$ cat src/rtl/uart_tx_fifo_param.sv
// UART transmitter with configurable word width, per-word parity/stop options,
// programmable bit-period prescaler and an input FIFO in front of the line.
module uart_tx_fifo_param #(
    parameter int unsigned DATA_WIDTH = 8,
    parameter int unsigned PRESCALE_W = 8,
    parameter int unsigned FIFO_DEPTH = 4
) (
    input  logic                          clk,
    input  logic                          rst,
    input  logic [DATA_WIDTH-1:0]         p_data,
    input  logic                          data_valid,
    input  logic                          par_en,
    input  logic                          par_typ,
    input  logic                          stop2,
    input  logic [PRESCALE_W-1:0]         prescale,
    output logic                          ready,
    output logic                          tx_out,
    output logic                          busy,
    output logic [$clog2(FIFO_DEPTH):0]   fifo_level
);
    localparam int unsigned AW = $clog2(FIFO_DEPTH);
    localparam int unsigned EW = DATA_WIDTH + 3;
    localparam int unsigned BW = $clog2(DATA_WIDTH);

    typedef enum logic [2:0] {S_IDLE, S_START, S_DATA, S_PARITY, S_STOP} state_t;

    logic [EW-1:0]         r_mem [FIFO_DEPTH];
    logic [AW-1:0]         r_wr, r_rd;
    logic [AW:0]           r_count;

    state_t                r_state, w_state_nxt;
    logic [DATA_WIDTH-1:0] r_shift, w_shift_nxt;
    logic                  r_par_en, w_par_en_nxt;
    logic                  r_par_bit, w_par_bit_nxt;
    logic                  r_stop2, w_stop2_nxt;
    logic                  r_stop_idx, w_stop_idx_nxt;
    logic [BW-1:0]         r_bit_idx, w_bit_idx_nxt;
    logic [PRESCALE_W-1:0] r_presc, w_presc_nxt;
    logic [PRESCALE_W-1:0] r_cnt, w_cnt_nxt;
    logic                  r_tx, w_tx_nxt;

    logic                  w_push, w_pop, w_load, w_empty, w_bit_end;
    logic [EW-1:0]         w_head;
    logic [DATA_WIDTH-1:0] w_head_data;

    assign w_empty     = (r_count == '0);
    assign ready       = (r_count != (AW+1)'(FIFO_DEPTH));
    assign w_push      = data_valid && ready;
    assign w_head      = r_mem[r_rd];
    assign w_head_data = w_head[DATA_WIDTH-1:0];
    assign w_bit_end   = (r_cnt == '0);

    assign tx_out      = r_tx;
    assign busy        = (r_state != S_IDLE);
    assign fifo_level  = r_count;

    always_ff @(posedge clk) begin
        if (w_push) begin
            r_mem[r_wr] <= {stop2, par_typ, par_en, p_data};
        end
    end

    always_ff @(posedge clk) begin
        if (rst) begin
            r_wr    <= '0;
            r_rd    <= '0;
            r_count <= '0;
        end else begin
            if (w_push) r_wr <= r_wr + AW'(1);
            if (w_pop)  r_rd <= r_rd + AW'(1);
            case ({w_push, w_pop})
                2'b10:   r_count <= r_count + (AW+1)'(1);
                2'b01:   r_count <= r_count - (AW+1)'(1);
                default: r_count <= r_count;
            endcase
        end
    end

    always_ff @(posedge clk) begin
        if (rst) begin
            r_state    <= S_IDLE;
            r_shift    <= '0;
            r_par_en   <= 1'b0;
            r_par_bit  <= 1'b0;
            r_stop2    <= 1'b0;
            r_stop_idx <= 1'b0;
            r_bit_idx  <= '0;
            r_presc    <= '0;
            r_cnt      <= '0;
            r_tx       <= 1'b1;
        end else begin
            r_state    <= w_state_nxt;
            r_shift    <= w_shift_nxt;
            r_par_en   <= w_par_en_nxt;
            r_par_bit  <= w_par_bit_nxt;
            r_stop2    <= w_stop2_nxt;
            r_stop_idx <= w_stop_idx_nxt;
            r_bit_idx  <= w_bit_idx_nxt;
            r_presc    <= w_presc_nxt;
            r_cnt      <= w_cnt_nxt;
            r_tx       <= w_tx_nxt;
        end
    end

    always_comb begin
        w_state_nxt    = r_state;
        w_shift_nxt    = r_shift;
        w_par_en_nxt   = r_par_en;
        w_par_bit_nxt  = r_par_bit;
        w_stop2_nxt    = r_stop2;
        w_stop_idx_nxt = r_stop_idx;
        w_bit_idx_nxt  = r_bit_idx;
        w_presc_nxt    = r_presc;
        w_cnt_nxt      = r_cnt;
        w_load         = 1'b0;
        w_pop          = 1'b0;
        w_tx_nxt       = 1'b1;

        if (r_state != S_IDLE) begin
            w_cnt_nxt = w_bit_end ? r_presc : r_cnt - PRESCALE_W'(1);
        end

        case (r_state)
            S_IDLE: begin
                if (!w_empty) w_load = 1'b1;
            end
            S_START: begin
                if (w_bit_end) begin
                    w_state_nxt   = S_DATA;
                    w_bit_idx_nxt = '0;
                end
            end
            S_DATA: begin
                if (w_bit_end) begin
                    if (r_bit_idx == BW'(DATA_WIDTH - 1)) begin
                        w_state_nxt    = r_par_en ? S_PARITY : S_STOP;
                        w_stop_idx_nxt = 1'b0;
                    end else begin
                        w_shift_nxt   = r_shift >> 1;
                        w_bit_idx_nxt = r_bit_idx + BW'(1);
                    end
                end
            end
            S_PARITY: begin
                if (w_bit_end) begin
                    w_state_nxt    = S_STOP;
                    w_stop_idx_nxt = 1'b0;
                end
            end
            S_STOP: begin
                if (w_bit_end) begin
                    if (r_stop2 && !r_stop_idx) begin
                        w_stop_idx_nxt = 1'b1;
                    end else if (!w_empty) begin
                        w_load = 1'b1;
                    end else begin
                        w_state_nxt = S_IDLE;
                    end
                end
            end
            default: w_state_nxt = S_IDLE;
        endcase

        // Frame start: fields and the bit period are frozen for the whole frame.
        if (w_load) begin
            w_pop         = 1'b1;
            w_state_nxt   = S_START;
            w_shift_nxt   = w_head_data;
            w_par_en_nxt  = w_head[DATA_WIDTH];
            w_par_bit_nxt = (^w_head_data) ^ w_head[DATA_WIDTH+1];
            w_stop2_nxt   = w_head[DATA_WIDTH+2];
            w_presc_nxt   = prescale;
            w_cnt_nxt     = prescale;
        end

        case (w_state_nxt)
            S_START:  w_tx_nxt = 1'b0;
            S_DATA:   w_tx_nxt = w_shift_nxt[0];
            S_PARITY: w_tx_nxt = w_par_bit_nxt;
            default:  w_tx_nxt = 1'b1;
        endcase
    end

endmodule

$ cat config.mk
export PLATFORM = sky130hd
export DESIGN_NAME = uart_tx_fifo_param
export DESIGN_NICKNAME = d
export VERILOG_FILES = /design/src/rtl/uart_tx_fifo_param.sv
export SDC_FILE = /design/constraint.sdc
export NUM_CORES = 1
export LEC_CHECK = 0
export ABC_AREA = 1
export CAP_MARGIN = 10
export CORE_AREA = 2 2 76 132
export DETAILED_ROUTE_END_ITERATION = 16
export DIE_AREA = 0 0 78 134
export GPL_TIMING_DRIVEN = 0
export SYNTH_ARGS = -nofsm -noshare
export SYNTH_HDL_FRONTEND = slang
export SYNTH_SLANG_ARGS = --single-unit
$ cat constraint.sdc
create_clock -name clk -period 2.19 [get_ports clk]
set_input_delay 0.657 -clock clk [delete_from_list [all_inputs] [get_ports clk]]
set_output_delay 0.657 -clock clk [all_outputs]
set_load 0.01 [all_outputs]
-- After elaboration in Yosys (flattened, before gate mapping)
Memories as Yosys holds them, arrays and structs flattened. A register that Yosys moved wholly into a read port is not among the register bits.
Index checks and enable logic that the tools add are counted.
- register bits after elaboration: 42
- memory bits (writable): 44
- input port bits: 22
- memories kept: 1
- add/subtract/negate cells: 6
- eq/ne operators: 19
- muxes and demuxes: 39
- bitwise gates (word level): 1
- reductions and logical operators: 17
- memory list (memory ; depth ; width ; read ports ; clocked after memory_dff ; wr ports ; RTL line ; source):
    r_mem ; 4 ; 11 ; 1 ; 1 ; 1 ; 27 ; logic [EW-1:0] r_mem [FIFO_DEPTH];
- operators by type and width (operator ; count):
    $mux 8 ; 7
    $mux 3 ; 12
    $ne 2x2->1 const B ; 8
    $pmux 3 s5 ; 1
    $eq 3x2->1 const B ; 4
    $mux 1 ; 12
    $pmux 3 s2 ; 2
    $reduce_bool 2->1 ; 5
    $logic_not 8->1 ; 1
    $reduce_xor 8->1 ; 1
    $sub 8x1->8 const B ; 1
    $add 3x1->3 const B ; 2
    $eq 3x1->1 const B ; 2
    $eq 3x3->1 const B ; 2
    $logic_not 3->1 ; 2
    $pmux 1 s3 ; 2
    $reduce_and 6->1 ; 1
    $reduce_bool 3->1 ; 2
    $add 2x1->2 const B ; 2
    $mux 2 ; 2
    $reduce_and 4->1 ; 1
    $ne 3x3->1 const B ; 1
    $reduce_and 3->1 ; 1
    $sub 3x1->3 const B ; 1
    6 further kinds ; 7

-- Depth between registers and ports, before layout
- depth in word-level cells: 8
- mapped depth: 18
- gate-level depth less buffers: 16

-- Worst setup path before layout
No wires, ideal clock.
- path kind: reg2reg
- from: reg r_cnt[0]
- to: reg r_count[2], in the netlist fifo_level[2]
- setup time: 0.122 ns
- data arrival time: 2.310 ns
- data required time: 2.068 ns
- slack: -0.242 ns
- stages on the path, launching flop included: 17
- period minus slack after synthesis: 2.432 ns
- cell sequence: dfxtp_1 -> inv_1 -> ha_1 -> nand3_2 -> nor2_2 -> nand2_1 -> nor2_4 -> nand3_2 -> o21ai_4 -> buf_6 -> ha_1 -> inv_1 -> fa_1 -> a21oi_1 -> o21ai_0 -> o21ai_0 -> a21oi_1
- longest elaborated chain between the ends: 6
- elaborated cells between the ends (all ways): 8
- those cells by class: 2 x eq/ne; 4 x mux; 2 x reduce/logical
- ends and longest elaborated chain (element ; RTL line ; source):
    from (decl) ; 39 ; logic [PRESCALE_W-1:0] r_cnt, w_cnt_nxt;
    from (signal assigned) ; 100 ; r_cnt <= w_cnt_nxt;
    $logic_not 8->1 * ; 51 ; assign w_bit_end = (r_cnt == '0);
    $mux 1 * ; 151 ; if (w_bit_end) begin
    $pmux 1 s2 * ; 123 ; case (r_state)
    via w_load ; 42 ; logic w_push, w_pop, w_load, w_empty, w_bit_end;
    $mux 1 * ; 165 ; if (w_load) begin
    $eq 2x1->1 or $eq 2x2->1 (tied branches) ; 71 ; case ({w_push, w_pop})
    $pmux 3 s2 or $reduce_bool 2->1 (tied branches) ; -- ;
    to (signal assigned) ; 72 ; 2'b10: r_count <= r_count + (AW+1)'(1);
    to (signal assigned) ; 73 ; 2'b01: r_count <= r_count - (AW+1)'(1);
    to (signal assigned) ; 74 ; default: r_count <= r_count;
    to (decl) ; 29 ; logic [AW:0] r_count;
The timed path passes the listed nets; every way through them passes the cells marked *.
A chain may end at the register's enable or synchronous reset.

-- Final worst setup path
- from: reg r_cnt[0]
- to: reg r_count[2], in the netlist fifo_level[2]
- longest elaborated chain between the ends: 6
- elaborated cells between the ends (all ways): 8
- those cells by class: 2 x eq/ne; 4 x mux; 2 x reduce/logical
- ends and longest elaborated chain (element ; RTL line):
    $logic_not 8->1 * ; 51
    $mux 1 * ; 151
    $pmux 1 s2 * ; 123
    $mux 1 * ; 165
    $eq 2x1->1 or $eq 2x2->1 (tied branches) ; 71
    $pmux 3 s2 or $reduce_bool 2->1 (tied branches) ; --
Mark *: on every way between the ends. The rest lies on a longest branch, timed or not.

==> flow_summary.toml <==
[power]
powerDensity_nw_per_um2 = 1460
p_comb_frac = 0.463
intPower_mw = 4.26
seq_power_share = 0.323
p_sw_frac = 0.407
clkPwrFrac = 0.214
p_sw_mw = 2.92
vdd_drop_max_mv = 0.589
p_total_mw = 7.18
leakage_nw = 2.02

[synth]
yosysSeqAreaShare = 0.539
yosysWarnings = 0
ys_ff_latch = 88
avgSynthCellArea_um2 = 8.35
synth_cell_types = 32
syn-num-nets = 520
synthesis.area_um2 = 4080
syn_inst = 489

[hold_path]
hold_class = "reg2reg"

[routing]
drc = 0
detail_route.vias_per_cell = 4.97
drt_wl_total_um = 9180
ant_nets = 0
drt_iter0_drc = 150
dr.pass1.iters = 4
routedWlPerCell_um = 13.9
num_vias = 3284

[critical_path]
end_kind = "flop"
cp_max_fo = 3
required_ns = 2.42
path_buf_inv = 2
cp.arrival_ns = 2.56
crit_family = "adder cells"
cp_cell_sequence = "inv_2 > ha_4 > nand3_4 > nor2_4 > nand2_2 > nor2_4 > nand3_2 > o21ai_4 > ha_2 > inv_2 > fa_2 > a21oi_2 > o21ai_2 > o21ai_1 > a21oi_1"
critical_path_class = "reg2reg"
crit_path_max_incr_delay_ns = 0.37
start_kind = "flop"
cp_slowest_cell = "fa_2"

[placed_design]
dp_cells = 638
hpwlAfterDp_um = 6770
port-buffer-count = 27
place.gp.congestion = 0.774

[die]
die_h_um = 134
dieArea_um2 = 10500
initial_core_util = 0.434
die_x_um = 78
fp.coreArea_um2 = 9410
io_pins = 28
rows = 47

[global_route]
grt_pass1_vias = 3204
grt_overflow = 0
grtUsageTotal = 0.188
grt_pass1_wl_um = 15300
antenna_found_initial = 0
grt_max_degree = 17

[timing]
tightestPinTransition_ns = 1.15
hold_violations = 0
period_share = 1.07
rsz0062_at_grt = "yes"
setup_viol = 34
maxSlewViolCount = 0
fin_skew_ns = 0.00749
finalWorstPathRequiredPeriod_ns = 2.34
setup_ws_ns = -0.146
hold_slack_ns = 0.461
fmax_mhz = 428
relSlewSlack = 0.230

[finish]
fin_cells = 661
antenna_cells = 0
synthToLayoutAreaGrowth_pct = 20.4
layout-drive-gt1-share = 0.117
final_nets = 565

[cts]
numCtsBuffers = 9
clk_path_buf_depth = 2
clkTransAtPathRegs_ns = 0.07
cts-root-buf = "clkbuf_16"
clock_latency_ns = 0.34
cts_tree = "done"
holdBufCountCts = 0
cts_max_level = 3
cts.sink_count = 88

[status]
violations = "negative setup slack"
status = "finished with violations"

[job]
max_cap_violations = 0
-- synthesized netlist by cell type (all sizes together) --
| cell type | number | area share |
|---|---|---|
| nor3 | 4 | 0.0061 |
| a21oi | 30 | 0.037 |
| nor2 | 47 | 0.047 |
| nand2 | 151 | 0.14 |
| clkinv | 1 | 0.00092 |
| nand3 | 29 | 0.038 |
| a31oi | 11 | 0.017 |
| dfxtp | 44 | 0.22 |
| o21ai | 45 | 0.058 |
| clkbuf | 4 | 0.0037 |
| buf | 14 | 0.024 |
| edfxtp | 44 | 0.32 |
| fa | 1 | 0.0049 |
| a211oi | 1 | 0.0031 |
| ha | 8 | 0.025 |
| o211a | 1 | 0.0025 |
| or2 | 2 | 0.0031 |
| nand4 | 1 | 0.0015 |
| xnor2 | 2 | 0.0043 |
| o31ai | 1 | 0.0018 |
| inv | 48 | 0.044 |
-- power groups by stage --
stage          combinational (mW)  sequential (mW)  clock (mW)
6_report                     3.32             2.32        1.53
5_1_grt                      3.77             2.37        1.64
4_1_cts                      3.31             2.32        1.57
3_5_place_dp                 3.18             2.34           0
3_3_place_gp                 3.11             2.33           0
2_1_floorplan                2.36             2.30           0
-- cells in the final DEF (no fill, tap or decap), types with 3 or more instances in the layout --
| master | netlist | layout |
|---|---|---|
| buf_4 | 2 | 10 |
| clkdlybuf4s50_1 | 0 | 26 |
| nand2_1 | 150 | 148 |
| o21ai_1 | 6 | 7 |
| buf_6 | 4 | 3 |
| nor2_4 | 1 | 3 |
| inv_2 | 1 | 4 |
| a21oi_1 | 30 | 29 |
| clkinvlp_4 | 0 | 3 |
| nand3_1 | 27 | 27 |
| nor2_1 | 43 | 42 |
| nand2_2 | 1 | 3 |
| o21ai_0 | 38 | 36 |
| inv_1 | 47 | 44 |
| dfxtp_1 | 44 | 42 |
| clkbuf_16 | 0 | 9 |
| a31oi_1 | 11 | 11 |
| buf_2 | 7 | 7 |
| edfxtp_1 | 44 | 44 |
| clkbuf_1 | 4 | 4 |
| ha_1 | 8 | 6 |
-- metal layers --
layer,share of wire,GRT usage,routed length [um],vias to the layer above
met5,0,0,0,-
met4,0.027,0.0906,244,0
met3,0.027,0.0303,248,17
met2,0.56,0.361,5130,69
met1,0.39,0.194,3560,1502
li1,-,-,-,1696
-- flip-flops by register name, indices dropped and copies added (netlist names), 2 cells and up, named ones only --
| name | cells |
|---|---|
| r_presc | 8 |
| r_mem | 44 |
| r_state | 3 |
| r_cnt | 8 |
| r_wr | 2 |
| r_bit_idx | 3 |
| fifo_level | 3 |
| r_shift | 8 |
| r_rd | 2 |
-- kinds of logic (layout without fill, tap and decap cells) --
| group | after synthesis | after routing | share of synthesized area |
|---|---|---|---|
| DFF | 88 | 88 | 0.539 |
| xor gates and xnor gates | 2 | 2 | 0.00429 |
| AOI/OAI and AO/OA | 89 | 89 | 0.119 |
| buffers and inverters | 67 | 117 | 0.0729 |
| and+or+nand+nor | 234 | 234 | 0.235 |
| adders and majority gates | 9 | 9 | 0.0294 |
-- worst register-to-register path: cells and delay by family (launching register included) --
family / cells / cell delay (ns)
flip-flops: 1 / 0.32
AND/OR/NAND/NOR: 5 / 0.55
adder cells (fa/ha/maj): 3 / 0.73
buffers and inverters: 2 / 0.12
AO/OA/AOI/OAI: 5 / 0.50
-- through the flow --
| step | TNS, ns | worst slack [ns] | cell area [um2] | util |
|---|---|---|---|---|
| 3_5_place_dp | -21.55 | -0.529 | 4530 | 0.481 |
| 3_3_place_gp | -19.86 | -0.468 | 4530 | 0.481 |
| 4_1_cts | -3.62 | -0.131 | 4890 | 0.519 |
| 6_report | -1.91 | -0.146 | 4910 | 0.522 |
| 5_1_grt | -5.92 | -0.268 | 4910 | 0.522 |
| 2_1_floorplan | -0.130 | -0.124 | 4110 | - |
-- worst paths after layout --
check                           cells past startpoint        from             to  slack, ns
worst max register to register                     15    r_cnt[0]  fifo_level[2]      -0.15
worst max-delay path                               15    r_cnt[0]  fifo_level[2]      -0.15
worst min register to register                      2  r_presc[5]     r_presc[5]       0.46
worst min-delay path                                2  r_presc[5]     r_presc[5]       0.46
-- timing repair --
item	4_1_cts	5_1_grt
endpoints found under the setup margin	48	37
gates cloned	0	0
gates resized for setup	7	6
buffers inserted	5	3
pin swaps	3	7
endpoints found under the hold margin	0	0
-- final cells by class --
| type | count | area [um2] |
|---|---|---|
| buffer | 17 | 103 |
| clock buffer | 9 | 225 |
| clock inverter | 7 | 78.8 |
| fill | 894 | 4490 |
| inverter | 49 | 184 |
| multi-input combinational | 334 | 1640 |
| sequential | 88 | 2200 |
| tap | 122 | 153 |
| timing repair buffer | 35 | 329 |
Note: power is estimated with default switching activity, not from simulation.
